## src/rtl/vector_mem_ctrl_pkg.sv

```systemverilog
// Shared types for the strided vector memory sequencer.
package vector_mem_ctrl_pkg;

    typedef enum logic [1:0] {
        IDLE  = 2'd0,
        RUN   = 2'd1,
        DRAIN = 2'd2,
        DONE  = 2'd3
    } state_e;

    localparam logic OP_READ  = 1'b0;
    localparam logic OP_WRITE = 1'b1;

endpackage

```

## src/rtl/vmem_addr_gen.sv

```systemverilog
// Address accumulator and iteration counter for one vector command.
module vmem_addr_gen #(
    parameter int ADDR_WIDTH = 12,
    parameter int CNT_WIDTH  = 16
) (
    input  logic                  clk_i,
    input  logic                  reset_i,
    input  logic                  load_i,
    input  logic                  step_i,
    input  logic [ADDR_WIDTH-1:0] base_i,
    input  logic [ADDR_WIDTH-1:0] stride_i,
    input  logic [CNT_WIDTH-1:0]  count_i,
    output logic [ADDR_WIDTH-1:0] addr_o,
    output logic                  last_o
);

    logic [ADDR_WIDTH-1:0] addr_q, addr_d, stride_q;
    logic [CNT_WIDTH-1:0]  cnt_q, cnt_d;

    // Address wraps silently modulo 2^ADDR_WIDTH.
    always_comb begin
        addr_d = addr_q;
        cnt_d  = cnt_q;
        if (load_i) begin
            addr_d = base_i;
            cnt_d  = count_i;
        end else if (step_i) begin
            addr_d = addr_q + stride_q;
            cnt_d  = cnt_q - 1'b1;
        end
    end

    always_ff @(posedge clk_i) begin
        if (reset_i) begin
            addr_q   <= '0;
            stride_q <= '0;
            cnt_q    <= '0;
        end else begin
            addr_q <= addr_d;
            cnt_q  <= cnt_d;
            if (load_i) stride_q <= stride_i;
        end
    end

    assign addr_o = addr_q;
    assign last_o = (cnt_q == CNT_WIDTH'(1));

endmodule

```

## src/rtl/vector_mem_ctrl.sv

```systemverilog
// Strided vector load/store sequencer for the NUM_ELEM-bank vector memory.
// Optional perf counters: define VECTOR_MEM_CTRL_PERF_EN.
module vector_mem_ctrl
    import vector_mem_ctrl_pkg::*;
#(
    parameter int DATA_WIDTH   = 10,
    parameter int ADDR_WIDTH   = 12,
    parameter int NUM_ELEM     = 16,
    parameter int CNT_WIDTH    = 16,
    parameter int READ_LATENCY = 1
) (
    input  logic                           clk_i,
    input  logic                           reset_i,
    input  logic                           cmd_valid_i,
    output logic                           cmd_ready_o,
    input  logic                           cmd_op_i,
    input  logic [ADDR_WIDTH-1:0]          cmd_base_i,
    input  logic [ADDR_WIDTH-1:0]          cmd_stride_i,
    input  logic [CNT_WIDTH-1:0]           cmd_count_i,
    input  logic [NUM_ELEM-1:0]            cmd_mask_i,
    input  logic                           wr_valid_i,
    output logic                           wr_ready_o,
    input  logic [DATA_WIDTH*NUM_ELEM-1:0] wr_data_i,
    output logic                           rd_valid_o,
    output logic                           rd_last_o,
    output logic [DATA_WIDTH*NUM_ELEM-1:0] rd_data_o,
    output logic [NUM_ELEM-1:0]            mem_read_req_o,
    output logic [ADDR_WIDTH*NUM_ELEM-1:0] mem_read_addr_o,
    input  logic [DATA_WIDTH*NUM_ELEM-1:0] mem_read_data_i,
    output logic [NUM_ELEM-1:0]            mem_write_req_o,
    output logic [ADDR_WIDTH*NUM_ELEM-1:0] mem_write_addr_o,
    output logic [DATA_WIDTH*NUM_ELEM-1:0] mem_write_data_o,
    output logic                           busy_o,
    output logic                           done_o
`ifdef VECTOR_MEM_CTRL_PERF_EN
    ,
    output logic [31:0]                    perf_busy_cycles_o,
    output logic [31:0]                    perf_stall_cycles_o
`endif
);

    state_e                         state_q, state_d;
    logic                           op_q;
    logic [NUM_ELEM-1:0]            mask_q;
    logic [DATA_WIDTH*NUM_ELEM-1:0] wr_hold_q;
    logic [READ_LATENCY:1]          vld_pipe_q, last_pipe_q;
    logic                           load, step, last, rd_issue, wr_fire;
    logic [ADDR_WIDTH-1:0]          cur_addr;

    vmem_addr_gen #(
        .ADDR_WIDTH (ADDR_WIDTH),
        .CNT_WIDTH  (CNT_WIDTH)
    ) u_addr_gen (
        .clk_i    (clk_i),
        .reset_i  (reset_i),
        .load_i   (load),
        .step_i   (step),
        .base_i   (cmd_base_i),
        .stride_i (cmd_stride_i),
        .count_i  (cmd_count_i),
        .addr_o   (cur_addr),
        .last_o   (last)
    );

    always_comb begin
        state_d     = state_q;
        load        = 1'b0;
        step        = 1'b0;
        rd_issue    = 1'b0;
        wr_fire     = 1'b0;
        cmd_ready_o = 1'b0;
        wr_ready_o  = 1'b0;
        done_o      = 1'b0;
        unique case (state_q)
            IDLE: begin
                cmd_ready_o = 1'b1;
                if (cmd_valid_i) begin
                    load    = 1'b1;
                    state_d = (cmd_count_i == '0) ? DONE : RUN;
                end
            end
            RUN: begin
                if (op_q == OP_READ) begin
                    rd_issue = 1'b1;
                    step     = 1'b1;
                    if (last) state_d = DRAIN;
                end else begin
                    wr_ready_o = 1'b1;
                    if (wr_valid_i) begin
                        wr_fire = 1'b1;
                        step    = 1'b1;
                        if (last) state_d = DONE;
                    end
                end
            end
            DRAIN: if (rd_valid_o && rd_last_o) state_d = DONE;
            DONE: begin
                done_o  = 1'b1;
                state_d = IDLE;
            end
            default: state_d = IDLE;
        endcase
    end

    always_ff @(posedge clk_i) begin
        if (reset_i) begin
            state_q     <= IDLE;
            op_q        <= OP_READ;
            mask_q      <= '0;
            wr_hold_q   <= '0;
            vld_pipe_q  <= '0;
            last_pipe_q <= '0;
        end else begin
            state_q <= state_d;
            if (load) begin
                op_q   <= cmd_op_i;
                mask_q <= cmd_mask_i;
            end
            if (wr_fire) wr_hold_q <= wr_data_i;
            // Return-path tracker: one stage per cycle of memory read latency.
            vld_pipe_q[1]  <= rd_issue;
            last_pipe_q[1] <= rd_issue & last;
            for (int k = 2; k <= READ_LATENCY; k++) begin
                vld_pipe_q[k]  <= vld_pipe_q[k-1];
                last_pipe_q[k] <= last_pipe_q[k-1];
            end
        end
    end

    assign rd_valid_o = vld_pipe_q[READ_LATENCY];
    assign rd_last_o  = last_pipe_q[READ_LATENCY];
    assign rd_data_o  = mem_read_data_i;
    assign busy_o     = (state_q != IDLE);

    assign mem_read_req_o   = rd_issue ? mask_q : '0;
    assign mem_write_req_o  = wr_fire  ? mask_q : '0;
    // Idle write data holds the last beat so the bank inputs don't toggle.
    assign mem_write_data_o = wr_fire  ? wr_data_i : wr_hold_q;

    for (genvar g = 0; g < NUM_ELEM; g++) begin : g_lane
        assign mem_read_addr_o[g*ADDR_WIDTH +: ADDR_WIDTH]  = cur_addr;
        assign mem_write_addr_o[g*ADDR_WIDTH +: ADDR_WIDTH] = cur_addr;
    end

`ifdef VECTOR_MEM_CTRL_PERF_EN
    logic [31:0] perf_busy_q, perf_stall_q;

    always_ff @(posedge clk_i) begin
        if (reset_i) begin
            perf_busy_q  <= '0;
            perf_stall_q <= '0;
        end else begin
            if (busy_o && perf_busy_q != '1) perf_busy_q <= perf_busy_q + 32'd1;
            if (state_q == RUN && op_q == OP_WRITE && !wr_valid_i && perf_stall_q != '1)
                perf_stall_q <= perf_stall_q + 32'd1;
        end
    end

    assign perf_busy_cycles_o  = perf_busy_q;
    assign perf_stall_cycles_o = perf_stall_q;
`endif

endmodule
```

## config.mk

```make
export PLATFORM = sky130hd
export DESIGN_NAME = vector_mem_ctrl
export DESIGN_NICKNAME = d
export VERILOG_FILES = /design/src/rtl/vector_mem_ctrl_pkg.sv /design/src/rtl/vmem_addr_gen.sv /design/src/rtl/vector_mem_ctrl.sv
export SDC_FILE = /design/constraint.sdc
export NUM_CORES = 1
export LEC_CHECK = 0
export CORE_AREA = 2 2 433 435
export CTS_CLUSTER_DIAMETER = 150
export DETAILED_ROUTE_END_ITERATION = 12
export DIE_AREA = 0 0 435 437
export GPL_TIMING_DRIVEN = 0
export HOLD_SLACK_MARGIN = 0.05
export PLACE_DENSITY = 0.32
export REMOVE_ABC_BUFFERS = 1
export SLEW_MARGIN = 30
export SYNTH_ARGS = -nofsm -noshare
export SYNTH_HDL_FRONTEND = slang
export SYNTH_SLANG_ARGS = --single-unit
```

## constraint.sdc

```tcl
create_clock -name clk_i -period 5.9 [get_ports clk_i]
set_clock_uncertainty 0.05 [all_clocks]
set_input_delay 1.18 -clock clk_i [delete_from_list [all_inputs] [get_ports clk_i]]
set_output_delay 1.18 -clock clk_i [all_outputs]
set_load 0.1 [all_outputs]
```

==> impl_metrics.yaml <==
run_status:
  status: "finished clean"
clock_tree:
  clock_path_buffers: 3
  cts_tree: "built"
  numCtsBuffers: 37
  cts_root_buf: "clkbuf_16"
  cts_resized: 0
  ctsHoldBuffers: 0
  cts_sinks: 221
  cts_setup_buffers: 0
  clk_pin_slew_worst_paths_ns: 0.05
  clkLatencyLatePin_ns: 0.60
  htreeDepth: 2
sta:
  slew_headroom_pct: 31.2
  drv_slew: 0
  finalSetupViolCount: 0
  tightest_slew_ns: 1.03
  fin_crit_ns: 5.55
  fmax_mhz: 180
  hold_viol_final: 0
  fin_crit_sh_pct: 94.1
  whs_ns: 0.410
logic_synthesis:
  postSynth.topFlopCell: "dfxtp_1"
  yosysMostFrequentCell: "nand2_1"
  ys_seq_area_share_pct: 32.8
  synth.area.top_cells: "dfxtp_1 (33%), buf_4 (30%), nand2_1 (16%), a21oi_1 (7.7%), clkbuf_1 (2.1%)"
  synth-edff-count: 0
  yosys_register_bits: 221
  yosys_warnings: 0
  syn_area_per_cell_um2: 7.33
  synth_top_area_share_pct: 32.8
  ys_types: 49
  synthCells: 1838
  synth_top_area_cell: "dfxtp_1"
  ys_async_sr_fraction_pct: 0
  synth_common_cells: "nand2_1 (558), buf_4 (532), dfxtp_1 (221), a21oi_1 (207), clkbuf_1 (77)"
  syn_area_um2: 13500
detailed_routing:
  wl_per_cell_um: 27.1
  dr.pass1.iters: 5
  via_per_inst: 2.94
  drt_iter0_markers: 875
  wl_mm: 124
  antenna_left: 0
  drc: 0
  num_vias: 13494
place:
  place_congestion: 0.742
  io_buffers: 802
  dp_hpwl_mm: 102
  dp.cells: 4521
grt:
  gr-total-overflow: 0
  antenna_found_initial: 63
  grt_pass1_vias: 12456
  grt_pass1_wl_mm: 151
  grt.total_usage_pct: 12.5
  grt_max_degree: 83
die:
  rows: 158
  fp.dieArea_um2: 190000
  die_h_um: 437
  die_w_um: 435
  coreArea_um2: 185000
  start_util_pct: 7.28
  ios: 1123
power:
  p_clk_share_pct: 16.4
  p_int_mw: 4.77
  p_leak_nw: 8.27
  p_comb_share_pct: 69.6
  powerDensity_nw_per_um2: 639
  switching_share_pct: 65.3
  p_sw_mw: 8.97
  vdd_drop_max_mv: 0.439
  p_seq_share_pct: 14.1
final_layout:
  layout.nets: 2479
  synthToLayoutAreaGrowth_pct: 59.7
  utilization_pct: 11.6
  stdcell_count: 4592
  drive_gt1_share_pct: 9.21
worst_setup_path:
  setup.worst_path.start_class: "flip-flop"
  crit_required_ns: 4.67
  end_kind: "output port"
  critical_path_arrival_ns: 4.32
  path_class: "flip-flop to output port"
  crit_fanout: 46
job:
  drv_cap: 0
worst_hold_path:
  hp-class: "flip-flop to flip-flop"
layout by cell type (no fill, tap or decap), types with 9 or more instances in the layout:
cell	instances
a211oi_1	20
a21oi_1	207
and2_1	35
buf_16	9
buf_2	93
clkbuf_16	39
clkdlybuf4s50_1	693
dfxtp_1	209
dfxtp_2	12
dlymetal6s2s_1	15
ha_1	17
inv_1	13
nand2_1	556
nor2_1	32
nor3_1	12
nor4_1	10
o21ai_0	13
xnor2_1	9
metal layers:
metal	track usage [%]	routed length (um)
met4	2.12	1930
met2	17.4	49900
met5	7.59	2250
met3	12.0	24000
met1	13.1	46400
critical path, stage by stage (launching register included):
cell and delay [ns]:
dfxtp_1 0.34, inv_1 0.11, ha_1 0.62, and3_4 0.50, buf_16 0.26, buf_16 0.25
buf_12 0.24, nand2_1 0.11, nand2_1 0.07, clkdlybuf4s50_1 1.14
final timing paths:
path                      endpoint                  from  cells after the start  slack, ns
max          mem_write_data_o[107]            state_q[1]                      9       0.35
min                  wr_hold_q[89]         wr_hold_q[89]                      2       0.41
max reg2reg   u_addr_gen.addr_o[4]  u_addr_gen.addr_o[0]                      8       2.77
min reg2reg          wr_hold_q[89]         wr_hold_q[89]                      2       0.41
cell type report:
type                            count  area, um2
Tap cell                         2480       3100
Antenna cell                        6       15.0
Sequential cell                   221       4440
Fill cell                       21494     164000
Multi-Input combinational cell    989       4720
Clock buffer                       53       1100
Timing Repair Buffer              818       7990
Clock inverter                     12        105
Inverter                           13       48.8
registers in the layout, summed over array words and instances, names as in the netlist:
signal               count
u_addr_gen.addr_o       12
rd_valid_o               1
u_addr_gen.cnt_q        16
state_q                  2
u_addr_gen.stride_q     12
mask_q                  16
wr_hold_q              160
op_q                     1
rd_last_o                1
logic make-up after synthesis:
| logic type | share of synthesized area [%] |
|---|---|
| simple gates | 20.8 |
| buf+inv | 32.4 |
| compound gates | 11.4 |
| flops | 32.8 |
| fa+ha+maj | 1.73 |
| xor+xnor | 0.845 |
stage by stage:
| step | power [mW] | cell area (um2) | setup slack [ns] | TNS, ns |
|---|---|---|---|---|
| 2_1_floorplan | 5.55 | 9160 | -19.37 | -6538.05 |
| 3_3_place_gp | 11.7 | 20300 | -8.73 | -1842.44 |
| 3_5_place_dp | 11.6 | 20300 | 0.305 | 0 |
| 4_1_cts | 14.0 | 21500 | 0.0520 | 0 |
| 5_1_grt | 14.2 | 21500 | -0.00388 | -0.00388 |
| 6_report | 13.7 | 21500 | 0.347 | 0 |
power by group through the flow:
stage | sequential, mW | combinational [mW] | clock, mW
2_1_floorplan | 4.52 | 1.03 | 0
3_3_place_gp | 2.03 | 9.63 | 0
3_5_place_dp | 1.99 | 9.62 | 0
4_1_cts | 1.96 | 9.65 | 2.39
5_1_grt | 1.99 | 9.78 | 2.42
6_report | 1.93 | 9.56 | 2.25
(Power assumes the default switching activity.)
